--- src/rtl/bin_to_bcd_display.sv ---
// Signed binary to per-digit seven_seg codes via iterative double-dabble,
// with sign placement, optional leading-zero blanking and overflow dashes.
module bin_to_bcd_display #(
  parameter int WIDTH  = 14,
  parameter int DIGITS = 4
) (
  input  logic                  clk,
  input  logic                  rst,
  input  logic                  load,
  input  logic [WIDTH-1:0]      value,
  input  logic                  blank_lz,
  output logic                  busy,
  output logic                  done,
  output logic                  ovf,
  output logic [DIGITS*5-1:0]   dig_value,
  output logic [DIGITS-1:0]     dig_en
);

  localparam logic [4:0] BCD_BLANK = 5'd16;
  localparam logic [4:0] BCD_NEG   = 5'd17;
  localparam int         BCD_W     = 4 * (DIGITS + 1);

  typedef enum logic [1:0] {IDLE, CONVERT, FORMAT} state_t;

  state_t                state, state_next;
  logic [4:0]            cnt;
  logic                  neg;
  logic                  blz;
  logic [WIDTH-1:0]      mag;
  logic [BCD_W-1:0]      bcd;
  logic [BCD_W-1:0]      bcd_adj;
  logic                  fmt_ovf;
  logic [DIGITS*5-1:0]   fmt_value;
  logic [DIGITS-1:0]     fmt_en;
  int                    msd;

  always_ff @(posedge clk) begin
    if (rst) state <= IDLE;
    else     state <= state_next;
  end

  always_comb begin
    state_next = state;
    case (state)
      IDLE:    if (load) state_next = CONVERT;
      CONVERT: if (cnt == 5'(WIDTH - 1)) state_next = FORMAT;
      FORMAT:  state_next = IDLE;
      default: state_next = IDLE;
    endcase
  end

  always_comb begin
    busy = (state != IDLE);
  end

  // Add-3 correction applied to every nibble before the shift.
  always_comb begin
    bcd_adj = bcd;
    for (int i = 0; i <= DIGITS; i++) begin
      if (bcd[4*i +: 4] >= 4'd5) bcd_adj[4*i +: 4] = bcd[4*i +: 4] + 4'd3;
    end
  end

  // A negative result needs one spare digit for the minus sign.
  always_comb begin
    fmt_value = '0;
    fmt_en    = '0;
    msd       = 0;
    fmt_ovf   = (bcd[4*DIGITS +: 4] != 4'd0) ||
                (neg && (bcd[4*(DIGITS-1) +: 4] != 4'd0));
    for (int i = 0; i < DIGITS; i++) begin
      if (bcd[4*i +: 4] != 4'd0) msd = i;
    end
    for (int i = 0; i < DIGITS; i++) begin
      if (fmt_ovf) begin
        fmt_value[5*i +: 5] = BCD_NEG;
        fmt_en[i]           = 1'b1;
      end else if (blz && (i > msd)) begin
        if (neg && (i == msd + 1)) begin
          fmt_value[5*i +: 5] = BCD_NEG;
          fmt_en[i]           = 1'b1;
        end else begin
          fmt_value[5*i +: 5] = BCD_BLANK;
          fmt_en[i]           = 1'b0;
        end
      end else if (!blz && neg && (i == DIGITS - 1)) begin
        fmt_value[5*i +: 5] = BCD_NEG;
        fmt_en[i]           = 1'b1;
      end else begin
        fmt_value[5*i +: 5] = {1'b0, bcd[4*i +: 4]};
        fmt_en[i]           = 1'b1;
      end
    end
  end

  always_ff @(posedge clk) begin
    if (rst) begin
      done      <= 1'b0;
      ovf       <= 1'b0;
      dig_en    <= '0;
      dig_value <= {DIGITS{BCD_BLANK}};
      cnt       <= '0;
      neg       <= 1'b0;
      blz       <= 1'b0;
      mag       <= '0;
      bcd       <= '0;
    end else begin
      done <= 1'b0;
      case (state)
        IDLE: begin
          if (load) begin
            neg <= value[WIDTH-1];
            mag <= value[WIDTH-1] ? -value : value;
            blz <= blank_lz;
            bcd <= '0;
            cnt <= '0;
          end
        end
        CONVERT: begin
          {bcd, mag} <= {bcd_adj, mag} << 1;
          cnt        <= cnt + 5'd1;
        end
        FORMAT: begin
          done      <= 1'b1;
          ovf       <= fmt_ovf;
          dig_value <= fmt_value;
          dig_en    <= fmt_en;
        end
        default: ;
      endcase
    end
  end

endmodule

--- config.mk ---
export PLATFORM = sky130hd
export DESIGN_NAME = bin_to_bcd_display
export DESIGN_NICKNAME = d
export VERILOG_FILES = /design/src/rtl/bin_to_bcd_display.sv
export SDC_FILE = /design/constraint.sdc
export NUM_CORES = 1
export LEC_CHECK = 0
export ABC_AREA = 1
export BUFFER_PORTS_ARGS = -buffer_cell sky130_fd_sc_hd__buf_2
export CAP_MARGIN = 40
export CORE_ASPECT_RATIO = 1.5
export CORE_MARGIN = 3
export CORE_UTILIZATION = 41
export CTS_CLUSTER_DIAMETER = 120
export DETAILED_ROUTE_END_ITERATION = 7
export SETUP_SLACK_MARGIN = 0.4
export SLEW_MARGIN = 20
export SYNTH_ARGS = -nofsm -noshare
export SYNTH_HDL_FRONTEND = slang
export SYNTH_SLANG_ARGS = --single-unit
--- constraint.sdc ---
create_clock -name clk -period 1.5 [get_ports clk]
set_input_delay 0.15 -clock clk [delete_from_list [all_inputs] [get_ports clk]]
set_output_delay 0.15 -clock clk [all_outputs]
set_load 0.1 [all_outputs]
==> impl_summary.log <==
INFO  metric ys.flop_type = dfxtp_1
INFO  metric ios = 45
INFO  metric grt_start_max_net_pins = 36
INFO  metric post_synth_and_or_nand_nor_area_fraction = between 20% and 30%
INFO  metric switching_share = 26.5%
INFO  metric numPortBuffers = 44
INFO  metric seq_power_share = 39.5%
INFO  metric grt_pass1_vias = about 3,600
INFO  metric tritoncts.num_buffers = 9
INFO  metric clkSinkCount = 69
INFO  metric vdd_ir_drop_max = 725 uV
INFO  metric synth_cells = roughly 480
INFO  metric cp-end-kind = register
INFO  metric clk_root_buffer_cell = clkbuf_16
INFO  metric fp.coreArea = 8110 um^2
INFO  metric timing.slew.headroom = approximately two thirds
INFO  metric number_of_rows_created_at_floorplan = 40
INFO  metric clock_insertion_delay_worst_skew = 0.34 ns
INFO  metric synth-seq-cells = 69
INFO  metric fillerInstances = 641
INFO  metric edff_count_synth = 0
INFO  metric timing.critical_path.from_type = register
INFO  metric p_int = 3.56 mW
INFO  metric synth.net_count = 515
INFO  metric cts_htree_levels = 3
INFO  metric power.switching = 1.28 mW
INFO  metric synth.distinct_cells = 34
INFO  metric synthMuxAreaShare = 0%
INFO  metric clk_pin_slew_worst_paths = approximately 0.05 ns
INFO  metric static-leakage-power = 2.26 nW
INFO  metric timing.final.hold_violations = 0
INFO  metric critPathKind = register to register
INFO  metric starting_density_of_the_core = between 40% and 50%
INFO  metric postCtsHoldBufs = 0
INFO  metric global_route_usage_over_all_layers = 22.4%
INFO  metric reg2reg_depth = 9
INFO  metric ys_warn_count = 0
INFO  metric async_flop_share = 0%
INFO  metric postRouteWirelength = 10.8 mm
INFO  metric status = completed
INFO  metric adder_cell_share_of_the_synthesized_area = 5.40%
INFO  metric antenna-diode-count = 0
INFO  metric syn_std_cell_area = 3480 um^2
INFO  metric dr.first_iter.drc_count = 241
INFO  metric tightest_slew = 0.506 ns
INFO  metric die_area = 9640 um^2
INFO  metric drive_above_1_share = between 40% and 50%
INFO  metric drt_pre_antenna_iters = 4
INFO  metric final-setup-viol-count = 0
INFO  metric period_share = about 94%
INFO  metric crit-reg2reg-launch = bcd[17]
INFO  metric wl_per_cell = roughly 16 um
INFO  metric drc_errors = 0
INFO  metric launching_element_of_the_worst_setup_path = bcd[17]
INFO  metric maxcap_violations = 0
INFO  metric synth-compound-area-share = 19.6%
INFO  metric route.detailed.vias_per_inst = 5.28
INFO  metric critPathCapture = dig_value[5]
INFO  metric vias = 3,622
INFO  metric grt_setup_unrepaired = yes
INFO  metric cp_max_fo = 6
INFO  metric flow.area_growth_from_synthesis = 61.2%
INFO  metric syn_avg_cell_area = between 7 and 8 um^2
INFO  metric share_comb_of_total_power = 17.2%
INFO  metric grt_overflow = 0
INFO  metric synth_sequential_area_ratio = roughly 40%
INFO  metric cp.arrival = around 1.6 ns
INFO  metric synth_top_family_by_area = simple AND/OR/NAND/NOR gates
INFO  metric clkPwrFrac = about 43%
INFO  metric cts_buffer_depth = 2
INFO  metric gp_congestion = between 0.8 and 0.9
INFO  metric post_layout_nonfiller_instances = 686
INFO  metric drv_slew = 0
INFO  metric fin_skew = 0.00873 ns
INFO  metric dp.cells = 626
INFO  metric required = 1.72 ns
INFO  metric rrSetupSlack = 0.09 ns
INFO  metric r2r-end = dig_value[5]
INFO  metric clock.fmax = 707 MHz
INFO  metric synth_xor_xnor_area_share = 1.26%
INFO  metric hold_path_class = primary input to register
INFO  metric die_w = 81.2 um
INFO  metric nets = a little over 600
INFO  metric hpwlAfterDp = around 6.5 mm
INFO  metric dieHeight = approximately 120 um
INFO  metric post_drt_antenna_nets = 0
INFO  metric initial_antenna_violation_count = 0
INFO  metric clock_tree_from_tritoncts = done
INFO  metric grt_pass1_wl = roughly 17 mm
INFO  metric fin_setup_tns = 0 ns
INFO  metric timing.final.crit_period = 1.41 ns
INFO  metric p_per_area = 864 nW/um^2
-- worst max-delay path, cell delays in order, from the launching register on --
cell and delay (ns):
dfxtp_2 0.33, inv_4 0.09, ha_4 0.14, nand3_4 0.08
inv_4 0.09, nand2_4 0.06, nor2_4 0.17, clkbuf_16 0.18
buf_4 0.11, a21oi_2 0.04
-- cells in the mapped netlist, types with 5 or more instances --
cell	n	area (um^2)
dfxtp_1	69	1380
buf_2	5	25.0
o211ai_1	7	52.6
nand3_1	35	175
nand2_1	109	409
a22oi_1	11	82.6
o21ai_0	37	185
nor2_1	34	128
clkbuf_1	8	30.0
ha_1	15	188
inv_1	50	188
a21oi_1	57	285
nand4_1	7	43.8
-- cell families (layout without fill, tap and decap cells) --
family                     after synthesis  count (layout)
and+or+nand+nor                        197             197
buffers and inverters                   73             172
adders and majority gates               15              15
AOI/OAI and AO/OA                      123             123
DFF                                     69              69
xor gates and xnor gates                 5               5
-- layer usage --
| metal | vias to the layer above | global-route usage, % | routed length, um |
|---|---|---|---|
| li1 | 1795 | - | - |
| met1 | 1707 | 24.3 | 4060 |
| met2 | 93 | 40.2 | 5890 |
| met3 | 27 | 4.27 | 451 |
| met4 | 0 | 10.7 | 351 |
| met5 | - | 0 | 0 |
-- stage by stage --
step / power, mW / hold slack [ns] / util (%) / area, um^2 / worst slack (ns)
2_1_floorplan: 2.32 / 0.314 / - / 3750 / 0.252
3_3_place_gp: 2.46 / 0.432 / 50.8 / 4120 / 0.0998
3_5_place_dp: 2.46 / 0.437 / 50.8 / 4120 / 0.0672
4_1_cts: 4.77 / 0.0864 / 63.7 / 5160 / 0.152
5_1_grt: 5.00 / 0.106 / 69.1 / 5600 / 0.0331
6_report: 4.84 / 0.0968 / 69.1 / 5600 / 0.0863
-- worst min path at each step --
| stage | start | cells after the start | slack (ns) | endpoint |
|---|---|---|---|---|
| 3_5_place_dp | value[0] | 3 | 0.44 | mag[0] |
| 4_1_cts | value[0] | 3 | 0.09 | mag[0] |
| 5_1_grt | value[0] | 3 | 0.11 | mag[0] |
| 2_1_floorplan | value[10] | 2 | 0.31 | mag[10] |
| 6_report | value[0] | 3 | 0.1 | mag[0] |
| 3_3_place_gp | value[0] | 3 | 0.43 | mag[0] |
-- state kept, by name (all words and copies together), names as in the netlist --
register	flops
state	2
dig_en	4
ovf	1
neg	1
done	1
cnt	5
bcd	20
blz	1
mag	14
dig_value	20
-- final cells by class --
class	instances	area, um^2	area share [%]
multi-input cells	340	2370	42.3
flip-flops and latches	69	1460	26.0
repair buffers	98	1050	18.7
inverters	55	268	4.78
clock buffers	11	243	4.33
well taps	105	131	2.34
clock inverters	5	50.0	0.893
repair inverters	3	38.8	0.692
-- power groups by stage --
| stage | sequential, mW | combinational (mW) | clock [mW] |
|---|---|---|---|
| floorplan | 1.95 | 0.374 | 0 |
| global placement | 1.96 | 0.501 | 0 |
| detailed placement | 1.96 | 0.505 | 0 |
| CTS | 1.91 | 0.736 | 2.12 |
| global route | 1.92 | 0.890 | 2.19 |
| finish | 1.91 | 0.835 | 2.10 |
-- layout by cell type, fill, tap and decap left out, types with 3 or more instances in the layout --
cell type / instances
nor2_2: 5
dfxtp_4: 10
inv_2: 6
a31oi_1: 3
nand2_1: 83
o22ai_1: 4
inv_4: 9
nand2_4: 11
nand3_4: 5
inv_1: 35
ha_1: 6
o211ai_1: 7
xor2_1: 4
clkinv_2: 4
a22oi_2: 9
dfxtp_2: 30
nand4_1: 7
a21oi_2: 25
a21oi_1: 31
buf_2: 17
buf_6: 32
inv_8: 3
ha_4: 9
nor2_4: 7
nand2_2: 14
dfxtp_1: 29
o21ai_1: 13
o21ai_0: 21
clkbuf_16: 12
buf_12: 10
nand3_2: 7
nand3_1: 25
nor2_1: 24
or2_4: 3
buf_4: 32
inv_6: 3
-- timing repair --
action                                  4_1_cts  5_1_grt
endpoints found under the setup margin       90       76
hold endpoints to repair                      0        0
pin swaps                                    38       28
cloned                                        5        3
gates resized for setup                     134       68
setup buffers                                24       12
No activity file was read; power rests on OpenSTA's default activity.
